`config.mk`:
```
export PLATFORM = sky130hd
export DESIGN_NAME = sdram_traffic_gen
export DESIGN_NICKNAME = d
export VERILOG_FILES = /design/src/rtl/sdram_tgen_pkg.sv /design/src/rtl/sdram_tgen_checker.sv /design/src/rtl/sdram_traffic_gen.sv
export SDC_FILE = /design/constraint.sdc
export NUM_CORES = 1
export LEC_CHECK = 0
export BUFFER_PORTS_ARGS = -buffer_cell sky130_fd_sc_hd__buf_2
export CAP_MARGIN = 0
export CORE_MARGIN = 2
export CORE_UTILIZATION = 55
export CTS_CLUSTER_DIAMETER = 60
export CTS_CLUSTER_SIZE = 8
export DETAILED_ROUTE_END_ITERATION = 10
export GPL_TIMING_DRIVEN = 0
export HOLD_SLACK_MARGIN = 0.08
export PLACE_DENSITY = 0.77
export SLEW_MARGIN = 30
export SYNTH_ARGS = -nofsm -noshare
export SYNTH_HDL_FRONTEND = slang
export SYNTH_SLANG_ARGS = --single-unit
```
`constraint.sdc`:
```
create_clock -name CLOCK_100 -period 2.8 [get_ports CLOCK_100]
set_input_delay 0.28 -clock CLOCK_100 [delete_from_list [all_inputs] [get_ports CLOCK_100]]
set_output_delay 0.28 -clock CLOCK_100 [all_outputs]
set_load 0.03 [all_outputs]
```
`src/rtl/sdram_tgen_pkg.sv`:
```
// Shared definitions for the SDRAM traffic generator: FSM states, pattern modes
// and the data-pattern function used by both the write generator and the read checker.
package sdram_tgen_pkg;

  typedef enum logic [2:0] {
    ST_IDLE,
    ST_WRITE,
    ST_READ,
    ST_DRAIN,
    ST_DONE
  } tgen_state_e;

  localparam logic [1:0] PM_ADDR  = 2'd0;
  localparam logic [1:0] PM_NADDR = 2'd1;
  localparam logic [1:0] PM_CHECK = 2'd2;
  localparam logic [1:0] PM_SEED  = 2'd3;

  // Computed at a fixed wide width; callers truncate to their data width.
  localparam int PAT_W = 64;

  function automatic logic [PAT_W-1:0] pattern(input logic [1:0]       mode,
                                               input logic [PAT_W-1:0] a,
                                               input logic [7:0]       seed);
    case (mode)
      PM_ADDR:  pattern = a;
      PM_NADDR: pattern = ~a;
      PM_CHECK: pattern = a[0] ? 64'hAAAA_AAAA_AAAA_AAAA : 64'h5555_5555_5555_5555;
      default:  pattern = a ^ {8{seed}};
    endcase
  endfunction

endpackage

```
`src/rtl/sdram_tgen_checker.sv`:
```
// Read-back checker: regenerates the expected word for each return, counts mismatches
// (saturating). With SDRAM_TGEN_ERRLOG_EN it also captures the first failing address/data.
module sdram_tgen_checker
  import sdram_tgen_pkg::*;
#(
  parameter int ADDR_W    = 24,
  parameter int DATA_W    = 16,
  parameter int NUM_WORDS = 1024,
  parameter int BASE_ADDR = 0,
  parameter int ERR_W     = 16
) (
  input  logic              i_clk,
  input  logic              i_rst_n,
  input  logic              i_clr,
  input  logic              i_vld,
  input  logic [DATA_W-1:0] i_data,
  input  logic [1:0]        i_mode,
  input  logic [7:0]        i_seed,
  output logic [ERR_W-1:0]  o_err_cnt
`ifdef SDRAM_TGEN_ERRLOG_EN
  ,
  output logic [ADDR_W-1:0] o_first_err_addr,
  output logic [DATA_W-1:0] o_first_err_data
`endif
);

  localparam int IDX_W = $clog2(NUM_WORDS);
  localparam logic [ADDR_W-1:0] BASE = ADDR_W'(BASE_ADDR);

  logic [IDX_W-1:0]  r_chk_idx;
  logic [ERR_W-1:0]  r_err_cnt;
  logic [ADDR_W-1:0] w_exp_addr;
  logic [DATA_W-1:0] w_exp_data;
  logic              w_mis;

  // Returns arrive in issue order, so a simple return counter names the address.
  assign w_exp_addr = BASE + ADDR_W'(r_chk_idx);
  assign w_exp_data = DATA_W'(pattern(i_mode, PAT_W'(w_exp_addr), i_seed));
  assign w_mis      = i_vld && (i_data != w_exp_data);

  always_ff @(posedge i_clk) begin
    if (!i_rst_n || i_clr) begin
      r_chk_idx <= '0;
    end else if (i_vld) begin
      r_chk_idx <= r_chk_idx + 1'b1;
    end
  end

  always_ff @(posedge i_clk) begin
    if (!i_rst_n || i_clr) begin
      r_err_cnt <= '0;
    end else if (w_mis && (r_err_cnt != '1)) begin
      r_err_cnt <= r_err_cnt + 1'b1;
    end
  end

  assign o_err_cnt = r_err_cnt;

`ifdef SDRAM_TGEN_ERRLOG_EN
  logic              r_err_seen;
  logic [ADDR_W-1:0] r_first_addr;
  logic [DATA_W-1:0] r_first_data;

  // Separate flag so capture stays frozen even if the counter saturates or wraps.
  always_ff @(posedge i_clk) begin
    if (!i_rst_n || i_clr) begin
      r_err_seen   <= 1'b0;
      r_first_addr <= '0;
      r_first_data <= '0;
    end else if (w_mis && !r_err_seen) begin
      r_err_seen   <= 1'b1;
      r_first_addr <= w_exp_addr;
      r_first_data <= i_data;
    end
  end

  assign o_first_err_addr = r_first_addr;
  assign o_first_err_data = r_first_data;
`endif

endmodule

```
`src/rtl/sdram_traffic_gen.sv`:
```
// SDRAM exerciser: on a button edge writes NUM_WORDS pattern words from BASE_ADDR, reads
// them back in order and reports pass/fail. Optional SDRAM_TGEN_ERRLOG_EN adds first-error ports.
module sdram_traffic_gen
  import sdram_tgen_pkg::*;
#(
  parameter int ADDR_W    = 24,
  parameter int DATA_W    = 16,
  parameter int NUM_WORDS = 1024,
  parameter int BASE_ADDR = 0,
  parameter int MAX_OUTST = 4,
  parameter int ERR_W     = 16
) (
  input  logic              CLOCK_100,
  input  logic              rst_n,
  input  logic              button,
  input  logic [1:0]        pat_mode,
  output logic              cmd_valid,
  input  logic              cmd_ready,
  output logic              cmd_we,
  output logic [ADDR_W-1:0] cmd_addr,
  output logic [DATA_W-1:0] cmd_wdata,
  input  logic              rd_valid,
  input  logic [DATA_W-1:0] rd_data,
  output logic              busy,
  output logic              done,
  output logic              pass,
  output logic [ERR_W-1:0]  err_cnt,
  output logic [7:0]        led
`ifdef SDRAM_TGEN_ERRLOG_EN
  ,
  output logic [ADDR_W-1:0] first_err_addr,
  output logic [DATA_W-1:0] first_err_data
`endif
);

  localparam int IDX_W = $clog2(NUM_WORDS);
  localparam logic [IDX_W-1:0]  LAST_IDX = IDX_W'(NUM_WORDS - 1);
  localparam logic [ADDR_W-1:0] BASE     = ADDR_W'(BASE_ADDR);
  localparam logic [3:0]        MAX_O    = 4'(MAX_OUTST);

  tgen_state_e r_state, w_nxt;

  logic              r_btn_q;
  logic [1:0]        r_mode;
  logic [7:0]        r_seed;
  logic [IDX_W-1:0]  r_wr_idx;
  logic [IDX_W-1:0]  r_rd_idx;
  logic [3:0]        r_outst;
  logic              r_drain_last;
  logic              r_done;
  logic              r_pass;

  logic              w_start;
  logic              w_go;
  logic              w_wr_hs;
  logic              w_rd_hs;
  logic              w_ret;
  logic              w_rd_room;
  logic [ADDR_W-1:0] w_wr_addr;
  logic [ADDR_W-1:0] w_rd_addr;
  logic [DATA_W-1:0] w_wr_data;
  logic [ERR_W-1:0]  w_err_cnt;

  assign w_start   = button && !r_btn_q;
  assign w_go      = w_start && ((r_state == ST_IDLE) || (r_state == ST_DONE));
  assign w_rd_room = (r_outst < MAX_O);
  assign w_wr_hs   = (r_state == ST_WRITE) && cmd_ready;
  assign w_rd_hs   = (r_state == ST_READ) && w_rd_room && cmd_ready;
  // Returns only count while a read is actually pending; stray ones are dropped.
  assign w_ret     = rd_valid && (r_outst != '0) &&
                     ((r_state == ST_READ) || (r_state == ST_DRAIN));

  assign w_wr_addr = BASE + ADDR_W'(r_wr_idx);
  assign w_rd_addr = BASE + ADDR_W'(r_rd_idx);
  assign w_wr_data = DATA_W'(pattern(r_mode, PAT_W'(w_wr_addr), r_seed));

  always_ff @(posedge CLOCK_100) begin
    if (!rst_n) r_state <= ST_IDLE;
    else        r_state <= w_nxt;
  end

  always_comb begin
    w_nxt     = r_state;
    cmd_valid = 1'b0;
    cmd_we    = 1'b0;
    cmd_addr  = '0;
    cmd_wdata = '0;
    case (r_state)
      ST_IDLE, ST_DONE: begin
        if (w_go) w_nxt = ST_WRITE;
      end
      ST_WRITE: begin
        cmd_valid = 1'b1;
        cmd_we    = 1'b1;
        cmd_addr  = w_wr_addr;
        cmd_wdata = w_wr_data;
        if (cmd_ready && (r_wr_idx == LAST_IDX)) w_nxt = ST_READ;
      end
      ST_READ: begin
        cmd_valid = w_rd_room;
        cmd_addr  = w_rd_addr;
        if (w_rd_hs && (r_rd_idx == LAST_IDX)) w_nxt = ST_DRAIN;
      end
      ST_DRAIN: begin
        if (r_drain_last) w_nxt = ST_DONE;
      end
      default: w_nxt = ST_IDLE;
    endcase
  end

  always_ff @(posedge CLOCK_100) begin
    if (!rst_n) begin
      r_btn_q <= 1'b0;
      r_mode  <= PM_ADDR;
    end else begin
      r_btn_q <= button;
      if (w_go) r_mode <= pat_mode;
    end
  end

  always_ff @(posedge CLOCK_100) begin
    if (!rst_n || w_go) begin
      r_wr_idx <= '0;
      r_rd_idx <= '0;
    end else begin
      if (w_wr_hs) r_wr_idx <= r_wr_idx + 1'b1;
      if (w_rd_hs) r_rd_idx <= r_rd_idx + 1'b1;
    end
  end

  always_ff @(posedge CLOCK_100) begin
    if (!rst_n || w_go) begin
      r_outst <= '0;
    end else begin
      case ({w_rd_hs, w_ret})
        2'b10:   r_outst <= r_outst + 1'b1;
        2'b01:   r_outst <= r_outst - 1'b1;
        default: r_outst <= r_outst;
      endcase
    end
  end

  // One extra cycle after the last return lets the registered compare land in err_cnt.
  always_ff @(posedge CLOCK_100) begin
    if (!rst_n) r_drain_last <= 1'b0;
    else        r_drain_last <= (r_state == ST_DRAIN) && (r_outst == '0) && !r_drain_last;
  end

  always_ff @(posedge CLOCK_100) begin
    if (!rst_n) begin
      r_done <= 1'b0;
      r_pass <= 1'b0;
      r_seed <= '0;
    end else if (w_go) begin
      r_done <= 1'b0;
      r_pass <= 1'b0;
    end else if ((r_state == ST_DRAIN) && r_drain_last) begin
      r_done <= 1'b1;
      r_pass <= (w_err_cnt == '0);
      r_seed <= r_seed + 1'b1;
    end
  end

  sdram_tgen_checker #(
    .ADDR_W   (ADDR_W),
    .DATA_W   (DATA_W),
    .NUM_WORDS(NUM_WORDS),
    .BASE_ADDR(BASE_ADDR),
    .ERR_W    (ERR_W)
  ) u_checker (
    .i_clk           (CLOCK_100),
    .i_rst_n         (rst_n),
    .i_clr           (w_go),
    .i_vld           (w_ret),
    .i_data          (rd_data),
    .i_mode          (r_mode),
    .i_seed          (r_seed),
    .o_err_cnt       (w_err_cnt)
`ifdef SDRAM_TGEN_ERRLOG_EN
    ,
    .o_first_err_addr(first_err_addr),
    .o_first_err_data(first_err_data)
`endif
  );

  assign busy    = (r_state == ST_WRITE) || (r_state == ST_READ) || (r_state == ST_DRAIN);
  assign done    = r_done;
  assign pass    = r_pass;
  assign err_cnt = w_err_cnt;
  assign led     = {r_pass, r_done, busy, (w_err_cnt != '0), r_seed[3:0]};

endmodule

```
==> reports/results.txt, run 1 <==
worst slew pin tran: 0.749 ns
Worst setup SP type: flop
commonest non-fill, non-tap cell in the layout: buf_2
GRT Total Usage: 26.4%
Multi-input gate area: 2720 um^2
Worst Reg-to-Reg Cells: 12
leakage power: 2.17 nW
setup violators final: 0
HP Class: in2reg
final setup margin: 0.127 ns
# IOs: 92
core area: 7690 um^2
Crit Path Class: reg2reg
Syn Area/Cell: 7.90 um^2
die width: 92.9 um
Max Slew Vio Count: 0
die area: 8640 um^2
Layout Area Growth over Synthesis: 17.9%
register area share after synthesis: 30.8%
Top Usage Layer GRT: met2
Site Rows: 32
worst hold path depth: 2
H-tree depth: 3
total power: 0.00281 W
DRT iter0 DRCs: 282
placed cell area: 4920 um^2
total global routing overflow: 0
CTS buffer count: 9
ys async rst share: 0%
drt wl/cell: 15.2 um
layout cell share with drive strength beyond 1: 22.3%
GR Util met2: 43.7%
DP HPWL: 8660 um
dominant synthesized flop cell: dfxtp_1
most used cell, CP: buf_6
clk buf depth: 2
cells along the critical path: buf_6, buf_6, nand2_1, clkbuf_1, o22ai_1, xor2_1, nand3_1, nor4_4, buf_4, a2111oi_0, xnor2_1, nor2_1
final hold violation count: 0
Synth Instances: 551
number of diodes: 0
worst stage delay on the critical path: 0.58 ns
crit path max-delay cell type: a2111oi_0
met1 usage: 35.1%
CP arrival: 2.88 ns
Yosys reg bits: 67
1st-pass router iterations: 5
Syn Std Cell Area: 4350 um^2
Design Area, Final: 5130 um^2
CTS root buf: clkbuf_8
most frequent cells in the layout: 80 x buf_2, 67 x dfxtp_1, 60 x nor2_1
worst rel slew slack: 49.6%
gpl congestion: 0.971
outcome: finished, final reports clean
die height: 92.9 um
crit-path leading delay family: buffers and inverters
buffer and inverter count on the worst path: 4
TritonCTS clock tree: done
final core occ: 66.7%
largest net degree at the start of global routing: 11
met3 GRT Util: 2.85%
vias in the first global route: 3,881
Setup WS pre-CTS: -0.00431 ns
Clock Skews: 0.0131 ns
final worst path period need: 2.67 ns
Post-synth EDFFs: 0
crit path max fanout: 10
Post-layout nets: 685
PortBufs: 77
Final period util: 95.5%
clock latency on the worst-skew pair: 0.34 ns
VDD IR max: 263 uV
Crit path depth: 12
first-pass GRT wire length: 18,300 um
DRC violations left: 0
Post-DRT Antenna Nets: 0
register area: 1340 um^2
Peak Freq: 374 MHz
DR vias: 4,280
RSZ-0062 raised after global routing: yes
Synth Warn #: 0
Starting Density: 56.6%
WL final: 11,500 um
Reg clk slew, reported paths: 0.07 ns
Pwr Density: 549 nW/um^2
synth unique cells: 62
Clock Sinks: 67
fill count: 699
CP endpoint kind: flop
max cap viols: 0
initial antenna violation count: 0
Worst Path Required: 3.01 ns
vias per cell: 5.65
[flip-flops by register name, indices dropped and copies added (netlist names), 2 cells and up]
name and flops:
r_rd_idx 10, r_outst 4, u_checker.r_chk_idx 10, r_seed 8, u_checker.o_err_cnt 16, r_state 3
r_wr_idx 10, r_mode 2
[power by group]
part           internal, W  total, W  switching [W]
sequential        0.000981   0.00102      0.0000340
combinational     0.000336   0.00105       0.000717
clock             0.000387  0.000747       0.000359
[cells by family after synthesis]
kind of cell	share of synthesized area (%)
flip-flops	30.8
XOR/XNOR	11.7
multiplexers	2.33
other	0.0862
adder cells (fa/ha/maj)	3.05
buffers and inverters	8.40
AO/OA/AOI/OAI	16.9
AND/OR/NAND/NOR	26.8
[cells in the mapped netlist (3+ instances only)]
cell      number  area [um^2]
nand3_1       14         70.1
nor2_1        60          225
nor2b_1       10         62.6
buf_1          4         15.0
a211oi_1       9         67.6
o21ai_0       26          130
a31oi_1        4         25.0
a21oi_1       39          195
inv_1         15         56.3
nor4_1         3         18.8
xor2_1        30          263
buf_4         23          173
mux2i_1        6         60.1
and3_1        15         93.8
dfxtp_1       67         1340
xnor2_1       28          245
ha_1           9          113
nor3_1         7         35.0
nand4_1       17          106
buf_6          3         33.8
a22o_1        10         87.6
buf_2          3         15.0
clkbuf_1      18         67.6
o22ai_1        5         31.3
o31ai_1        3         22.5
nand2_1       48          180
or3_1         11         68.8
and2_1        12         75.1
nand2b_1       9         56.3
[metrics by stage]
stage	TNS [ns]	hold WS (ns)	instances
finish	0	0.162	758
CTS	0	0.147	757
floorplan	0	0.402	564
detailed placement	-0.00687	0.493	743
global placement	-0.0884	0.473	743
global route	-0.0865	0.163	758
[final cells by class]
class | count | area share (%)
repair buffers | 80 | 7.95
flip-flops and latches | 67 | 26.1
well taps | 102 | 2.49
plain buffers | 49 | 5.85
clock buffers | 13 | 3.29
multi-input cells | 430 | 53.0
clock inverters | 2 | 0.195
inverters | 15 | 1.10
[worst paths after layout]
| kind | start | endpoint | slack (ns) |
|---|---|---|---|
| min reg2reg | r_outst[3] | r_outst[3] | 0.49 |
| min | button | r_btn_q | 0.16 |
| max | r_mode[1] | u_checker.o_err_cnt[6] | 0.13 |
| max reg2reg | r_mode[1] | u_checker.o_err_cnt[6] | 0.13 |
[per-layer routing]
layer | vias up | share of wire, %
met2 | 204 | 48
met4 | 0 | 1.9
met5 | - | 0
met3 | 23 | 7.6
met1 | 1971 | 43
li1 | 2082 | -
[timing repair]
item                       in CTS  in global routing
pin swaps                       0                  2
buffers inserted                0                  3
hold buffers                    0                  0
setup endpoints to repair       5                 29
resized for setup               3                  4
hold endpoints to repair        0                  0
Note: power is estimated with default switching activity, not from simulation.
==> inputs of run 2 (changes only) <==
--- a/config.mk
+++ b/config.mk
@@ -7,6 +7,7 @@
 export LEC_CHECK = 0
 export BUFFER_PORTS_ARGS = -buffer_cell sky130_fd_sc_hd__buf_2
 export CAP_MARGIN = 0
+export CORE_ASPECT_RATIO = 0.6
 export CORE_MARGIN = 2
 export CORE_UTILIZATION = 55
 export CTS_CLUSTER_DIAMETER = 60
==> constraint.sdc (replaced) <==
create_clock -name CLOCK_100 -period 2.8 [get_ports CLOCK_100]
set_input_delay 0.28 -clock CLOCK_100 [delete_from_list [all_inputs] [get_ports CLOCK_100]]
set_output_delay 0.28 -clock CLOCK_100 [all_outputs]
set_load 0.01 [all_outputs]
==> run 2 against run 1 <==
  * Clock skew is 0.0073 ns lower
  * Final cell count is 0.92% higher
  * Register-to-register slack better by 0.03 ns
  * Global-route usage is 1.2 points higher
  * Total power is 13% higher
  * Non-clock buffer count stayed put
  * Critical path type unchanged
==> reports/results.txt, run 2 (synthesis gave the netlist of run 1 again) <==
hold_buf cts: 0
leakage power: 2.22 nW
Post-DRT Antenna Nets: 0
CP endpoint kind: flop
crit path max fanout: 10
clk buf depth: 2
worst rel slew slack: 50.0%
VDD IR max: 343 uV
Clock Skews: 0.00577 ns
core area: 7760 um^2
initial antenna violation count: 0
vias per cell: 5.60
Starting Density: 56.1%
Worst R2R Setup Slack: 0.16 ns
worst hold path depth: 2
DP HPWL: 8920 um
Clock Sinks: 67
RSZ-0062 raised after global routing: no
NetSw: 0.00104 W
final setup TNS: 0 ns
Crit Path Class: reg2reg
die area: 8660 um^2
Pwr Density: 600 nW/um^2
die height: 72.9 um
Clock Power Share: 38.7%
R2R Path Start: r_mode[1]
commonest non-fill, non-tap cell in the layout: buf_2
PortBufs: 77
CP arrival: 2.87 ns
Setup crit end: u_checker.o_err_cnt[8]
Setup WS pre-CTS: -0.0765 ns
die width: 119 um
most frequent cells in the layout: 80 x buf_2, 67 x dfxtp_1, 60 x nor2_1
reg-to-reg endpoint: u_checker.o_err_cnt[8]
Largest register FFs: 16
Site Rows: 25
H-tree depth: 3
worst slew pin tran: 0.750 ns
Switching Fraction: 33.0%
Final period util: 94.4%
outcome: finished, final reports clean
vias in the first global route: 3,736
Seq pwr share: 32.1%
Post-layout nets: 685
largest net degree at the start of global routing: 12
clock latency on the worst-skew pair: 0.33 ns
1st-pass router iterations: 5
setup violators final: 0
Reg clk slew, reported paths: 0.06 ns
Internal: 0.00212 W
DR vias: 4,282
DRC violations left: 0
final hold violation count: 0
final core occ: 68.1%
WL final: 11,800 um
first-pass GRT wire length: 19,000 um
CTS root buf: clkbuf_16
Max Slew Vio Count: 0
Logic pwr share: 29.2%
final setup margin: 0.157 ns
DRT iter0 DRCs: 438
total global routing overflow: 0
drt wl/cell: 15.5 um
number of diodes: 0
layout cell share with drive strength beyond 1: 22.2%
final worst path period need: 2.64 ns
max cap viols: 0
CTS buffer count: 9
HP Class: in2reg
GRT Total Usage: 27.6%
Worst Path Required: 3.03 ns
Peak Freq: 378 MHz
Layout Area Growth over Synthesis: 21.4%
# IOs: 92
gpl congestion: 0.908
crit path from: r_mode[1]
Worst Reg-to-Reg Cells: 11
TritonCTS clock tree: done
Worst setup SP type: flop
==> run 2: cell types whose count changed in the layout (fill, tap and decap cells not counted), moves of 2 or more <==
cell,previous run,this run
clkbuf_16,0,9
clkbuf_1,14,16
clkbuf_8,12,1
bufinv_16,0,2
buf_4,26,24
==> run 2: area by class of cell <==
class | instances | area, um^2
multi-input cells | 430 | 2730
fillers | 677 | 2480
flip-flops and latches | 67 | 1340
repair buffers | 78 | 393
plain buffers | 51 | 309
clock buffers | 12 | 246
well taps | 108 | 135
clock inverters | 4 | 73.8
inverters | 15 | 56.3
==> run 2: worst max-delay path: stages (launching register included) <==
cell	delay [ns]
dfxtp_1	0.32
buf_6	0.13
buf_6	0.15
nand2_1	0.10
clkbuf_1	0.21
o22ai_1	0.24
xor2_1	0.16
nand3_1	0.13
nor4_4	0.46
a211oi_1	0.23
and3_1	0.23
o21a_1	0.16
==> run 2: worst min path at each step <==
stage | startpoint | to | slack (ns)
2_1_floorplan | button | r_btn_q | 0.40
3_3_place_gp | r_outst[3] | r_outst[3] | 0.47
3_5_place_dp | u_checker.o_err_cnt[10] | u_checker.o_err_cnt[10] | 0.49
4_1_cts | button | r_btn_q | 0.16
5_1_grt | button | r_btn_q | 0.18
6_report | button | r_btn_q | 0.17
==> run 2: routing by layer <==
layer  share of wire, %  global-route usage, %  wire length [um]
met5                  0                      0                 0
met4                1.1                   7.28               134
met3                8.7                   6.33              1030
met2                 41                   39.8              4900
met1                 49                   41.2              5770
==> run 2: what timing repair did <==
| action | in CTS | in global routing |
|---|---|---|
| gates cloned | 0 | 0 |
| gates resized for setup | 3 | 9 |
| pin swaps | 0 | 1 |
| hold endpoints to repair | 0 | 0 |
| buffers inserted | 0 | 1 |
| setup endpoints to repair | 3 | 24 |
==> run 2: through the flow <==
step                instances  total power (W)  hold slack (ns)  cell area, um^2
finish                    765          0.00317            0.167             5280
global route              765          0.00333            0.182             5280
CTS                       765          0.00316            0.162             5260
detailed placement        749          0.00193            0.492             4920
global placement          749          0.00190            0.468             4920
floorplan                 564          0.00168            0.402             4400
==> run 2: power by group through the flow <==
stage,sequential [W],clock (W),combinational (W)
4_1_cts,0.00101,0.00124,0.000912
6_report,0.00102,0.00123,0.000926
3_5_place_dp,0.00103,0,0.000893
3_3_place_gp,0.00103,0,0.000873
5_1_grt,0.00102,0.00130,0.00101
2_1_floorplan,0.00102,0,0.000653
==> inputs of run 3 (changes only) <==
==> constraint.sdc (replaced) <==
create_clock -name CLOCK_100 -period 2.7 [get_ports CLOCK_100]
set_input_delay 0.27 -clock CLOCK_100 [delete_from_list [all_inputs] [get_ports CLOCK_100]]
set_output_delay 0.27 -clock CLOCK_100 [all_outputs]
set_load 0.01 [all_outputs]
==> run 3 against run 2 <==
  * Hold slack worse by 0.0076 ns
  * Global-route usage is 0.17 points higher
  * Die area stayed put
  * Wire length is 1.6% higher
  * Critical path type unchanged
  * Critical endpoint is now r_outst[3]
==> reports/results.txt, run 3 (synthesis gave the netlist of run 1 again) <==
Clock Sinks: 67
Starting Density: 56.1%
vias per cell: 5.57
final worst path period need: 2.57 ns
GRT Total Usage: 27.8%
CTS root buf: clkbuf_16
drt wl/cell: 15.6 um
first-pass GRT wire length: 19,100 um
DR top layer: met4
Site Rows: 25
cells along the critical path: nor2_4, nand3_1, and4b_1, clkbuf_2, ha_1, ha_1, a21o_1, a21oi_1, xnor2_1, or3_1, a21oi_1
vias in the first global route: 3,753
Peak Freq: 389 MHz
TritonCTS clock tree: done
clock latency on the worst-skew pair: 0.33 ns
crit path from: r_outst[2]
Post-layout nets: 690
crit path max-delay cell type: dfxtp_1
DRC violations left: 0
HP Class: in2reg
VDD IR max: 359 uV
setup violators final: 0
CTS buffer count: 9
CP arrival: 2.83 ns
Setup crit end: r_outst[3]
Layout Area Growth over Synthesis: 23.5%
reg-to-reg endpoint: r_outst[3]
H-tree depth: 3
Max Slew Vio Count: 0
number of diodes: 0
core area: 7760 um^2
final core occ: 69.3%
PortBufs: 77
worst hold path depth: 2
largest net degree at the start of global routing: 12
Crit Path Class: reg2reg
die width: 119 um
Pwr Density: 619 nW/um^2
crit path max fanout: 9
DR vias: 4,292
1st-pass router iterations: 5
layout cell share with drive strength beyond 1: 24.3%
Clock Skews: 0.00612 ns
Worst Path Required: 2.96 ns
die area: 8660 um^2
DP HPWL: 8920 um
Post-DRT Antenna Nets: 0
WL met3: 1010 um
initial antenna violation count: 0
commonest non-fill, non-tap cell in the layout: buf_2
Worst R2R Setup Slack: 0.13 ns
worst slew pin tran: 0.713 ns
final setup TNS: 0 ns
outcome: finished, final reports clean
worst hold slack: 0.160 ns
Final period util: 95.1%
Non-Filler Instances: 770
total power: 0.00333 W
WL final: 12,000 um
DRT iter0 DRCs: 436
Largest register FFs: 16
leakage power: 2.28 nW
die height: 72.9 um
max cap viols: 0
CP endpoint kind: flop
hold_buf cts: 0
worst rel slew slack: 52.5%
Post-Place Cells: 749
Reg clk slew, reported paths: 0.06 ns
worst stage delay on the critical path: 0.36 ns
met2 routed WL: 5030 um
clk buf depth: 2
R2R Path Start: r_outst[2]
final hold violation count: 0
wl on met1: 5860 um
Worst Reg-to-Reg Cells: 11
Worst setup SP type: flop
most frequent cells in the layout: 81 x buf_2, 66 x dfxtp_1, 59 x nor2_1
# IOs: 92
gpl congestion: 0.908
total global routing overflow: 0
[run 3: cell types whose count changed in the layout (fill, tap and decap cells not counted), moves of 2 or more]
cell      previous run  this run
clkbuf_1            16        13
clkbuf_2             4         7
buf_4               24        26
clkbuf_4             0         2
o22ai_1              5         2
o22ai_2              0         3
[run 3: metrics by stage]
stage | area, um^2 | setup slack [ns]
finish | 5370 | 0.131
floorplan | 4400 | 0.167
detailed placement | 4920 | -0.177
global route | 5370 | -0.0118
CTS | 5270 | 0.00504
global placement | 4920 | -0.124
[run 3: worst min path at each step]
stage	from	endpoint	slack, ns
after CTS	button	r_btn_q	0.15
after detailed placement	u_checker.o_err_cnt[10]	u_checker.o_err_cnt[10]	0.49
after floorplan	button	r_btn_q	0.39
after global routing	button	r_btn_q	0.17
after global placement	r_outst[3]	r_outst[3]	0.47
final	button	r_btn_q	0.16
[run 3: timing repair]
| action | CTS | global route |
|---|---|---|
| setup endpoints to repair | 15 | 36 |
| buffers inserted | 2 | 2 |
| resized for setup | 5 | 27 |
| cloned | 0 | 1 |
| pin swaps | 1 | 5 |
[run 3: final cells by class]
cell class / instances / area, um^2
multi-input combinational: 430 / 2770
fill: 672 / 2380
sequential: 67 / 1340
timing repair buffer: 82 / 424
buffer: 52 / 324
clock buffer: 12 / 246
tap: 108 / 135
clock inverter: 4 / 73.8
inverter: 15 / 56.3
[run 3: report_power, final]
group          total (W)  internal (W)  leakage, nW  switching (W)
sequential       0.00106       0.00102        0.541      0.0000391
combinational   0.000999      0.000375         1.58       0.000624
clock            0.00127      0.000834        0.157       0.000437
[run 3: worst max-delay path: cells and delay by family (launching register included)]
family,cells,cell delay (ns)
flops,1,0.36
simple gates,4,0.80
fa+ha+maj,2,0.56
compound gates,3,0.48
xor+xnor,1,0.08
buf+inv,1,0.21
[run 3: metal layers]
| layer | global-route usage, % | vias to the layer above |
|---|---|---|
| met2 | 40.0 | 189 |
| li1 | - | 2108 |
| met1 | 41.5 | 1977 |
| met5 | 0 | - |
| met4 | 7.28 | 0 |
| met3 | 6.33 | 18 |
